==> config.mk <==
export PLATFORM = sky130hd
export DESIGN_NAME = exp_series_seq
export DESIGN_NICKNAME = d
export VERILOG_FILES = /design/src/rtl/exp_seq_pkg.sv /design/src/rtl/exp_wait_timer.sv /design/src/rtl/exp_series_seq.sv
export SDC_FILE = /design/constraint.sdc
export NUM_CORES = 1
export LEC_CHECK = 0
export CAP_MARGIN = 20
export CORE_MARGIN = 2
export CORE_UTILIZATION = 45
export DETAILED_ROUTE_END_ITERATION = 7
export PLACE_DENSITY_LB_ADDON = 0.05
export SLEW_MARGIN = 20
export SYNTH_ARGS = -nofsm -noshare
export SYNTH_HDL_FRONTEND = slang
export SYNTH_HIERARCHICAL = 1
export SYNTH_SLANG_ARGS = --single-unit
==> constraint.sdc <==
create_clock -name clk -period 3.3 [get_ports clk]
set_input_delay 0.33 -clock clk [delete_from_list [all_inputs] [get_ports clk]]
set_output_delay 0.33 -clock clk [all_outputs]
set_load 0.02 [all_outputs]
==> src/rtl/exp_seq_pkg.sv <==
// Shared types and helpers for the e^x series sequencer.
package exp_seq_pkg;

  typedef enum logic [2:0] {
    IDLE, LOAD, BEGIN, MUL1, MUL2, ADD, NEXT
  } state_t;

  function automatic int clog2_min1(input int v);
    return (v <= 1) ? 1 : $clog2(v);
  endfunction

  // Cycles from entering BEGIN to returning to IDLE for a single channel.
  function automatic int seq_latency(input int n_terms, input int mult_lat);
    return 2 + n_terms * (2 * mult_lat + 1);
  endfunction

endpackage

==> src/rtl/exp_wait_timer.sv <==
// Down-counter that paces a multicycle multiply; last is high in the final cycle.
module exp_wait_timer #(
  parameter int LAT = 1
) (
  input  logic clk,
  input  logic rst,
  input  logic load,
  output logic last
);
  localparam int W = (LAT > 1) ? $clog2(LAT) : 1;

  logic [W-1:0] cnt;

  always_ff @(posedge clk or posedge rst) begin
    if (rst)             cnt <= '0;
    else if (load)       cnt <= W'(LAT - 1);
    else if (cnt != '0)  cnt <= cnt - 1'b1;
  end

  assign last = (cnt == '0);

endmodule

==> src/rtl/exp_series_seq.sv <==
// Controller for the shared e^x Taylor-series datapath across CH channels.
// Optional: define EXP_SEQ_EARLY_EXIT_EN to end a channel when the term underflows to zero.
module exp_series_seq
  import exp_seq_pkg::*;
#(
  parameter  int N_TERMS  = 8,
  parameter  int MULT_LAT = 1,
  parameter  int CH       = 1,
  localparam int CNT_W    = $clog2(N_TERMS + 1),
  localparam int CH_W     = (CH > 1) ? $clog2(CH) : 1
) (
  input  logic             clk,
  input  logic             rst,
  input  logic             start,
  input  logic             t_zero,
  output logic             done,
  output logic             busy,
  output logic             zx,
  output logic             initx,
  output logic             ldx,
  output logic             zt,
  output logic             initt,
  output logic             ldt,
  output logic             zr,
  output logic             initr,
  output logic             ldr,
  output logic             zc,
  output logic             enc,
  output logic             s,
  output logic [CH_W-1:0]  ch_sel,
  output logic [CNT_W-1:0] term_idx,
  output logic             res_valid
);
  localparam int LD_W = $clog2(CH + 1);
  localparam logic [CH_W-1:0] CH_LAST = CH_W'(CH - 1);

  state_t            state, ns;
  logic [LD_W-1:0]   ld_cnt;
  logic [CNT_W-1:0]  term_nx;
  logic              mul_last, tmr_load, early;

`ifdef EXP_SEQ_EARLY_EXIT_EN
  assign early = t_zero;
`else
  logic unused_t_zero;
  assign unused_t_zero = t_zero;
  assign early = 1'b0;
`endif

  assign term_nx = term_idx + 1'b1;
  // Reload the timer everywhere except mid-multiply, so each MUL state starts fresh.
  assign tmr_load = !(((state == MUL1) || (state == MUL2)) && !mul_last);

  exp_wait_timer #(.LAT(MULT_LAT)) u_tmr (
    .clk  (clk),
    .rst  (rst),
    .load (tmr_load),
    .last (mul_last)
  );

  always_comb begin
    ns        = state;
    done      = 1'b0;
    zx        = 1'b0;
    initx     = 1'b0;
    ldx       = 1'b0;
    zt        = 1'b0;
    initt     = 1'b0;
    ldt       = 1'b0;
    zr        = 1'b0;
    initr     = 1'b0;
    ldr       = 1'b0;
    zc        = 1'b0;
    enc       = 1'b0;
    s         = 1'b0;
    res_valid = 1'b0;
    case (state)
      IDLE: begin
        done = 1'b1;
        zx   = 1'b1;
        zt   = 1'b1;
        zc   = 1'b1;
        if (start) ns = LOAD;
      end
      LOAD: begin
        ldx = (ld_cnt < LD_W'(CH));
        if (!start) ns = BEGIN;
      end
      BEGIN: begin
        initr = 1'b1;
        initt = 1'b1;
        zc    = 1'b1;
        ns    = MUL1;
      end
      MUL1: begin
        s   = 1'b0;
        ldt = mul_last;
        if (mul_last) ns = MUL2;
      end
      MUL2: begin
        s   = 1'b1;
        ldt = mul_last;
        if (mul_last) ns = ADD;
      end
      ADD: begin
        ldr = 1'b1;
        enc = 1'b1;
        ns  = ((term_nx == CNT_W'(N_TERMS)) || early) ? NEXT : MUL1;
      end
      NEXT: begin
        res_valid = 1'b1;
        ns = (ch_sel == CH_LAST) ? IDLE : BEGIN;
      end
      default: ns = IDLE;
    endcase
  end

  assign busy = ~done;

  always_ff @(posedge clk or posedge rst) begin
    if (rst) begin
      state    <= IDLE;
      ch_sel   <= '0;
      term_idx <= '0;
      ld_cnt   <= '0;
    end else begin
      state <= ns;
      case (state)
        IDLE: begin
          ld_cnt <= '0;
          ch_sel <= '0;
        end
        LOAD: begin
          if (ldx) begin
            ld_cnt <= ld_cnt + 1'b1;
            if (ch_sel != CH_LAST) ch_sel <= ch_sel + 1'b1;
          end
          if (!start) ch_sel <= '0;
        end
        BEGIN: term_idx <= '0;
        ADD:   term_idx <= term_nx;
        NEXT:  ch_sel <= (ch_sel == CH_LAST) ? '0 : ch_sel + 1'b1;
        default: ;
      endcase
    end
  end

endmodule

==> run metrics, run 1 <==
status complete, no violations; die extent in x 40.50 um; clock skew 0.005689 ns; RSZ-0062 raised after global routing no; # rows 13; initial antenna violation count 0; WS Path Type register to primary output; Worst EP required 2.97 ns; nets 90; Core ar. 0.001269 mm^2; worst vdd rail ir drop 0.4295 mV; CTS Buffer Depth 2; max_cap viols 0; PD cells 947.5 mW/mm^2; GRT Total Usage 0.1663; via count 491; TritonCTS Buffers 3; via/cell ratio 5.010; Initial Utilization 0.4724; post-CTS sizing 0; final WL 1.143 mm; largest net degree at the start of global routing 22; LEAKAGE 0.3240 nW; highest clock rate 392.5 MHz; CP endpoint kind primary output; latest clock arrival within the worst-skew pair 0.26 ns; CTS tree built; final hold vios 0; Initial DRC Count 10; final setup vio count 0; Startpoint Class register; TNS Setup 0 ns; Syn Std Cell Area 599.3 um^2; Slew Limit Headroom 0.6009; Hold WC Path Type input port to asynchronous set/reset pin; first-pass GRT wire length 1.718 mm; setup bufs post-CTS 0; worst hold slack 0.3129 ns; Avg Inst Size Synth 8.441 um^2; commonest non-fill, non-tap cell in the layout clkdlybuf4s50_1; WL/cell 11.66 um; cts-stage hold buffer count 0; layout cells sized above 1 0.06024; slew of the pin with the lowest slew margin 0.5987 ns; Area growth, synth to finish 24.43%; Ys Warns 6; DR DRC count 0; Post-Synthesis Cells 71; R2R cell count 3; Die ar. 0.001640 mm^2; # port buffers 19; antenna-violating nets left 0; htree depth 1; CP arrival 2.22 ns; Initial DRT Pass Iterations 4; RePlAce Congestion 0.7470; vias in the first global route 390; Tcrit/Tclk final 0.7720; fin crit period 2.548 ns; Crit Path Max Fanout 21; Clk pin slew, worst setup/hold paths 0.06 ns; total congestion overflow 0; root buffer cell clkbuf_4; die height 40.50 um; I/O pins 24; Slew Viols, Final 0; antenna diode count 0; most frequent cells in the layout 19 x clkdlybuf4s50_1, 8 x a21oi_1, 8 x dfrtp_1; DP HPWL 786.1 um; Clock Sink Count 8
==> metrics by stage <==
| stage | setup WS (ns) | power [mW] | cell area [um^2] | std cells | util |
|---|---|---|---|---|---|
| 6_report | 0.7523 | 0.7066 | 745.7 | 98 | 0.5878 |
| 5_1_grt | 0.6286 | 0.7600 | 745.7 | 98 | 0.5878 |
| 4_1_cts | 0.7620 | 0.7060 | 745.7 | 98 | 0.5878 |
| 3_5_place_dp | 1.048 | 0.6274 | 723.2 | 95 | 0.5700 |
| 3_3_place_gp | 1.053 | 0.6238 | 723.2 | 95 | 0.5700 |
| 2_1_floorplan | 1.575 | 0.5181 | 606.8 | 73 | - |
==> registers in the layout (all words and copies together), names as in the netlist <==
register,flops
state,3
ld_cnt,1
term_idx,4
==> per-layer routing <==
layer	wire length, um	share of wire	global-route usage
met5	0	0	0
met4	27	0.024	0.1250
met3	59	0.052	0.03333
met2	501	0.44	0.2460
met1	555	0.49	0.2095
==> worst max-delay path, cell delays in order, from the launching register on <==
cell and delay (ns):
dfrtp_1 0.72, or3b_1 0.43, o21ai_1 0.08, and2_1 0.13
clkdlybuf4s50_1 0.59
==> final cells by class <==
class | count | area [um^2]
Fill cell | 124 | 523.0
Inverter | 5 | 18.77
Multi-Input combinational cell | 48 | 295.3
Timing Repair Buffer | 19 | 190.2
Sequential cell | 8 | 200.2
Tap cell | 15 | 18.77
Clock buffer | 3 | 22.52
==> worst paths after layout <==
| path | start | endpoint | slack (ns) |
|---|---|---|---|
| max | state[2]$_DFFE_PP0P_ | ldt | 0.75 |
| min | rst | term_idx[1]$_DFFE_PP0P_ | 0.31 |
| max reg2reg | state[2]$_DFFE_PP0P_ | state[2]$_DFFE_PP0P_ | 1.83 |
| min reg2reg | ld_cnt$_DFFE_PP0P_ | ld_cnt$_DFFE_PP0P_ | 0.51 |
| max in group asynchronous | rst | state[0]$_DFFE_PP0P_ | 2.75 |
| min in group clk | ld_cnt$_DFFE_PP0P_ | ld_cnt$_DFFE_PP0P_ | 0.51 |
==> power breakdown <==
part	switching (mW)	total (mW)	internal (mW)
Combinational	0.205	0.407	0.202
Sequential	0.0902	0.222	0.131
Clock	0.0363	0.0781	0.0418
Note: power is estimated with default switching activity, not from simulation.
==> run 2: changes to the inputs <==
--- a/config.mk
+++ b/config.mk
@@ -7,7 +7,7 @@
 export LEC_CHECK = 0
 export CAP_MARGIN = 20
 export CORE_MARGIN = 2
-export CORE_UTILIZATION = 45
+export CORE_UTILIZATION = 37
 export DETAILED_ROUTE_END_ITERATION = 7
 export PLACE_DENSITY_LB_ADDON = 0.05
 export SLEW_MARGIN = 20
==> constraint.sdc (replaced) <==
create_clock -name clk -period 2.29 [get_ports clk]
set_input_delay 0.229 -clock clk [delete_from_list [all_inputs] [get_ports clk]]
set_output_delay 0.229 -clock clk [all_outputs]
set_load 0.02 [all_outputs]
==> run 2 against run 1 <==
Net effect: final cell count rose by 5.1%; clock skew grew 0.0022 ns; combinational power rose by 73%; hold slack worse by 0.098 ns; clock power rose by 45%; sequential power up 17%; critical path type unchanged; largest power group unchanged; highest routed layer unchanged.
==> run metrics, run 2 (synthesis gave the netlist of run 1 again) <==
status complete, no violations; Tcrit/Tclk final 0.9548; I/O pins 24; root buffer cell clkbuf_4; max reg flops 4; area of the multi-input gates 295.3 um^2; worst vdd rail ir drop 0.6351 mV; most frequent cells in the layout 19 x clkdlybuf4s50_1, 8 x a21oi_1, 8 x dfrtp_1; via count 545; latest clock arrival within the worst-skew pair 0.26 ns; antenna diode count 0; DR DRC count 0; die extent in x 44.25 um; Power Internal 0.5833 mW; FF-to-FF Start state[1]$_DFFE_PP0P_; RePlAce Congestion 0.7368; die height 44.25 um; Biggest register term_idx; worst hold slack 0.2151 ns; layout cells sized above 1 0.1034; Die ar. 0.001958 mm^2; Worst EP required 2.06 ns; Clk pin slew, worst setup/hold paths 0.06 ns; GRT Total Usage 0.1682; final hold vios 0; CTS tree built; Seq pwr share 0.240; Power Total 1.078 mW; WS Path Type register to primary output; switching power 0.4942 mW; commonest non-fill, non-tap cell in the layout clkdlybuf4s50_1; Startpoint Class register; Area growth, synth to finish 29.65%; Slew Viols, Final 0; TritonCTS Buffers 3; combinational power share 0.655; WL/cell 12.40 um; CP arrival 1.96 ns; CTS Buffer Depth 2; # port buffers 19; PD cells 1387 mW/mm^2; Clk pwr share 0.105; vias in the first global route 522; Initial Utilization 0.3978; Core ar. 0.001506 mm^2; # rows 14; clock skew 0.007887 ns; via/cell ratio 5.291; antenna-violating nets left 0; final WL 1.277 mm; max_cap viols 0; highest clock rate 457.4 MHz; final setup vio count 0; TNS Setup 0 ns; initial antenna violation count 0; CP startpoint state[1]$_DFFE_PP0P_; nets 94; LEAKAGE 0.3439 nW; first-pass GRT wire length 2.311 mm; post-CTS sizing 0; RSZ-0062 raised after global routing no; cts-stage hold buffer count 0; Switching Share 0.4587; Clock Sink Count 8; Crit Path Max Fanout 9; Initial DRT Pass Iterations 2; fin crit period 2.187 ns; biggest regs term_idx x4, state x3, ld_cnt x1; register area 200.2 um^2; total congestion overflow 0; CP endpoint kind primary output; htree depth 1; Hold WC Path Type input port to asynchronous set/reset pin; largest net degree at the start of global routing 11; setup bufs post-CTS 0; Initial DRC Count 9; Filler Cell Count 167; DP HPWL 922.2 um
[run 2: changes by cell type in the layout (fill, tap and decap cells not counted)]
cell	change
buf_4	+4
[run 2: critical path, stage by stage (launching register included)]
cell and delay (ns):
dfrtp_1 0.46, buf_4 0.20, nand2b_1 0.15, nor2_2 0.23
clkdlybuf4s50_1 0.66
[run 2: area by class of cell]
type | instances | share of cell area
multi-input combinational | 48 | 0.3800
timing repair buffer | 23 | 0.2834
sequential | 8 | 0.2576
clock buffer | 3 | 0.02899
tap | 16 | 0.02576
inverter | 5 | 0.02415
[run 2: worst paths after layout]
path                       slack, ns  depth (start not counted)                 endpoint
setup / recovery                0.10                          4                      ldr
hold / removal                  0.22                          2       ld_cnt$_DFFE_PP0P_
setup reg to reg                0.98                          4  term_idx[0]$_DFFE_PP0P_
hold reg to reg                 0.52                          2       ld_cnt$_DFFE_PP0P_
max in group asynchronous       1.82                          2  term_idx[1]$_DFFE_PP0P_
min in group clk                0.52                          2       ld_cnt$_DFFE_PP0P_
[run 2: through the flow]
stage | setup WS (ns) | util | std cells | area [um^2]
after detailed placement | 0.3970 | 0.5008 | 100 | 754.5
after CTS | 0.1068 | 0.5158 | 103 | 777.0
final | 0.1035 | 0.5158 | 103 | 777.0
after global routing | 0.01269 | 0.5158 | 103 | 777.0
after floorplan | 0.6659 | - | 73 | 606.8
after global placement | 0.4084 | 0.5008 | 100 | 754.5
[run 2: power groups by stage]
stage | sequential [mW] | clock, mW | combinational [mW]
CTS | 0.259 | 0.115 | 0.711
global placement | 0.258 | 0 | 0.698
global route | 0.268 | 0.122 | 0.781
finish | 0.259 | 0.113 | 0.706
detailed placement | 0.260 | 0 | 0.710
floorplan | 0.252 | 0 | 0.495
[run 2: per-layer routing]
layer,routed length (um),vias to the layer above,GRT usage
li1,-,274,-
met1,622,251,0.2168
met2,572,16,0.2500
met3,53,4,0.04082
met4,28,0,0.1091
met5,0,-,0
==> run 3: changes to the inputs <==
--- a/config.mk
+++ b/config.mk
@@ -9,6 +9,7 @@
 export CORE_MARGIN = 2
 export CORE_UTILIZATION = 37
 export DETAILED_ROUTE_END_ITERATION = 7
+export GPL_TIMING_DRIVEN = 0
 export PLACE_DENSITY_LB_ADDON = 0.05
 export SLEW_MARGIN = 20
 export SYNTH_ARGS = -nofsm -noshare
==> run 3 against run 2 <==
Net effect: clock power is essentially flat; global-route usage shrank 3.1 points; final cell count grew 7.8%; register-to-register slack gained 0.12 ns; first-iteration DRC count grew 56%; count of clock-buffer cells in the layout is the same; hold slack lost 0.00077 ns; combinational power grew 9.1%.
==> run metrics, run 3 (synthesis gave the netlist of run 1 again) <==
status complete, no violations; LEAKAGE 0.3867 nW; Die ar. 0.001958 mm^2; highest clock rate 456.9 MHz; final setup vio count 0; critical path's slowest cell clkdlybuf4s50_1; CP endpoint kind primary output; Biggest register term_idx; Clock Sink Count 8; Power Total 1.125 mW; Initial DRC Count 14; area of the multi-input gates 295.3 um^2; total congestion overflow 0; via/cell ratio 5.090; final hold vios 0; cell family with most CP delay buffers and inverters; max reg flops 4; die extent in x 44.25 um; slowest stage delay, CP 0.58 ns; TritonCTS Buffers 3; CP arrival 1.96 ns; R2R Path End state[0]$_DFFE_PP0P_; htree depth 1; first-pass GRT wire length 2.028 mm; root buffer cell clkbuf_4; worst vdd rail ir drop 0.5712 mV; CTS Buffer Depth 2; cts-stage hold buffer count 0; CTS tree built; Slew Viols, Final 0; Area growth, synth to finish 40.08%; # rows 14; clock skew 0.003948 ns; final WL 1.263 mm; RePlAce Congestion 0.7478; PD cells 1341 mW/mm^2; WS Path Type register to primary output; FF-to-FF Start state[2]$_DFFE_PP0P_; TNS Setup 0 ns; WL/cell 11.38 um; Initial Utilization 0.3978; Tcrit/Tclk final 0.9557; antenna-violating nets left 0; DR DRC count 0; Worst EP required 2.06 ns; RSZ-0062 raised after global routing no; Initial DRT Pass Iterations 4; Filler Cell Count 150; max_cap viols 0; initial antenna violation count 0; commonest non-fill, non-tap cell in the layout clkdlybuf4s50_1; biggest regs term_idx x4, state x3, ld_cnt x1; layout cells sized above 1 0.1789; nets 102; via count 565; # port buffers 19; fin crit period 2.189 ns; register area 200.2 um^2; GRT Total Usage 0.1369; most frequent cells in the layout 19 x clkdlybuf4s50_1, 8 x a21oi_1, 8 x buf_4, 8 x dfrtp_1; CP cell instances buf_6, or3_1, inv_1, buf_4, clkdlybuf4s50_1; DP HPWL 927.5 um; antenna diode count 0; largest net degree at the start of global routing 11; Clk pin slew, worst setup/hold paths 0.06 ns; setup bufs post-CTS 0; latest clock arrival within the worst-skew pair 0.26 ns; vias in the first global route 454; I/O pins 24; R2R Setup Slk 1.10 ns; Startpoint Class register; WP buf/inv 4; post-CTS sizing 0; Hold WC Path Type input port to asynchronous set/reset pin; Core ar. 0.001506 mm^2; die height 44.25 um; Crit Path Max Fanout 10; R2R cell count 4
run 3: cell type report:
| class | instances | share of cell area |
|---|---|---|
| Multi-Input combinational cell | 48 | 0.3517 |
| Sequential cell | 8 | 0.2385 |
| Timing Repair Buffer | 19 | 0.2265 |
| Buffer | 12 | 0.1103 |
| Clock buffer | 3 | 0.02683 |
| Tap cell | 16 | 0.02385 |
| Inverter | 5 | 0.02235 |
run 3: worst reg2reg max path: cells and delay by family (launching register included):
family                 cells  cell delay, ns
AOI/OAI and AO/OA          3            0.61
DFF                        1            0.39
buffers and inverters      1            0.15
run 3: power breakdown:
part	total (mW)	switching [mW]	internal (mW)	leakage, nW
registers	0.244	0.0524	0.191	0.103
clock network	0.112	0.0513	0.0602	0.0138
logic	0.770	0.401	0.370	0.270
total	1.13	0.504	0.621	0.387
run 3: how the worst max path moves through the flow:
| stage | from | to | cells after the start |
|---|---|---|---|
| after floorplan | state[2]$_DFFE_PP0P_ | ldx | 3 |
| after global placement | state[2]$_DFFE_PP0P_ | zt | 5 |
| after detailed placement | state[2]$_DFFE_PP0P_ | zt | 5 |
| after CTS | state[2]$_DFFE_PP0P_ | zt | 5 |
| after global routing | state[2]$_DFFE_PP0P_ | zx | 5 |
| final | state[2]$_DFFE_PP0P_ | zt | 5 |
run 3: routing by layer:
metal,routed length [um],track usage,up-vias
li1,-,-,286
met5,0,0,-
met3,62,0.02041,2
met1,649,0.1995,258
met4,11,0.05455,0
met2,539,0.2029,19
run 3: per-stage QoR:
stage | utilization | cells | hold slack [ns] | worst slack, ns | area [um^2]
4_1_cts | 0.5573 | 111 | 0.2257 | 0.09493 | 839.6
5_1_grt | 0.5573 | 111 | 0.2708 | 0.01330 | 839.6
6_report | 0.5573 | 111 | 0.2144 | 0.1014 | 839.6
3_3_place_gp | 0.5424 | 108 | 0.4951 | 0.3793 | 817.0
2_1_floorplan | - | 73 | 0.04466 | 0.6659 | 606.8
3_5_place_dp | 0.5424 | 108 | 0.4993 | 0.3645 | 817.0
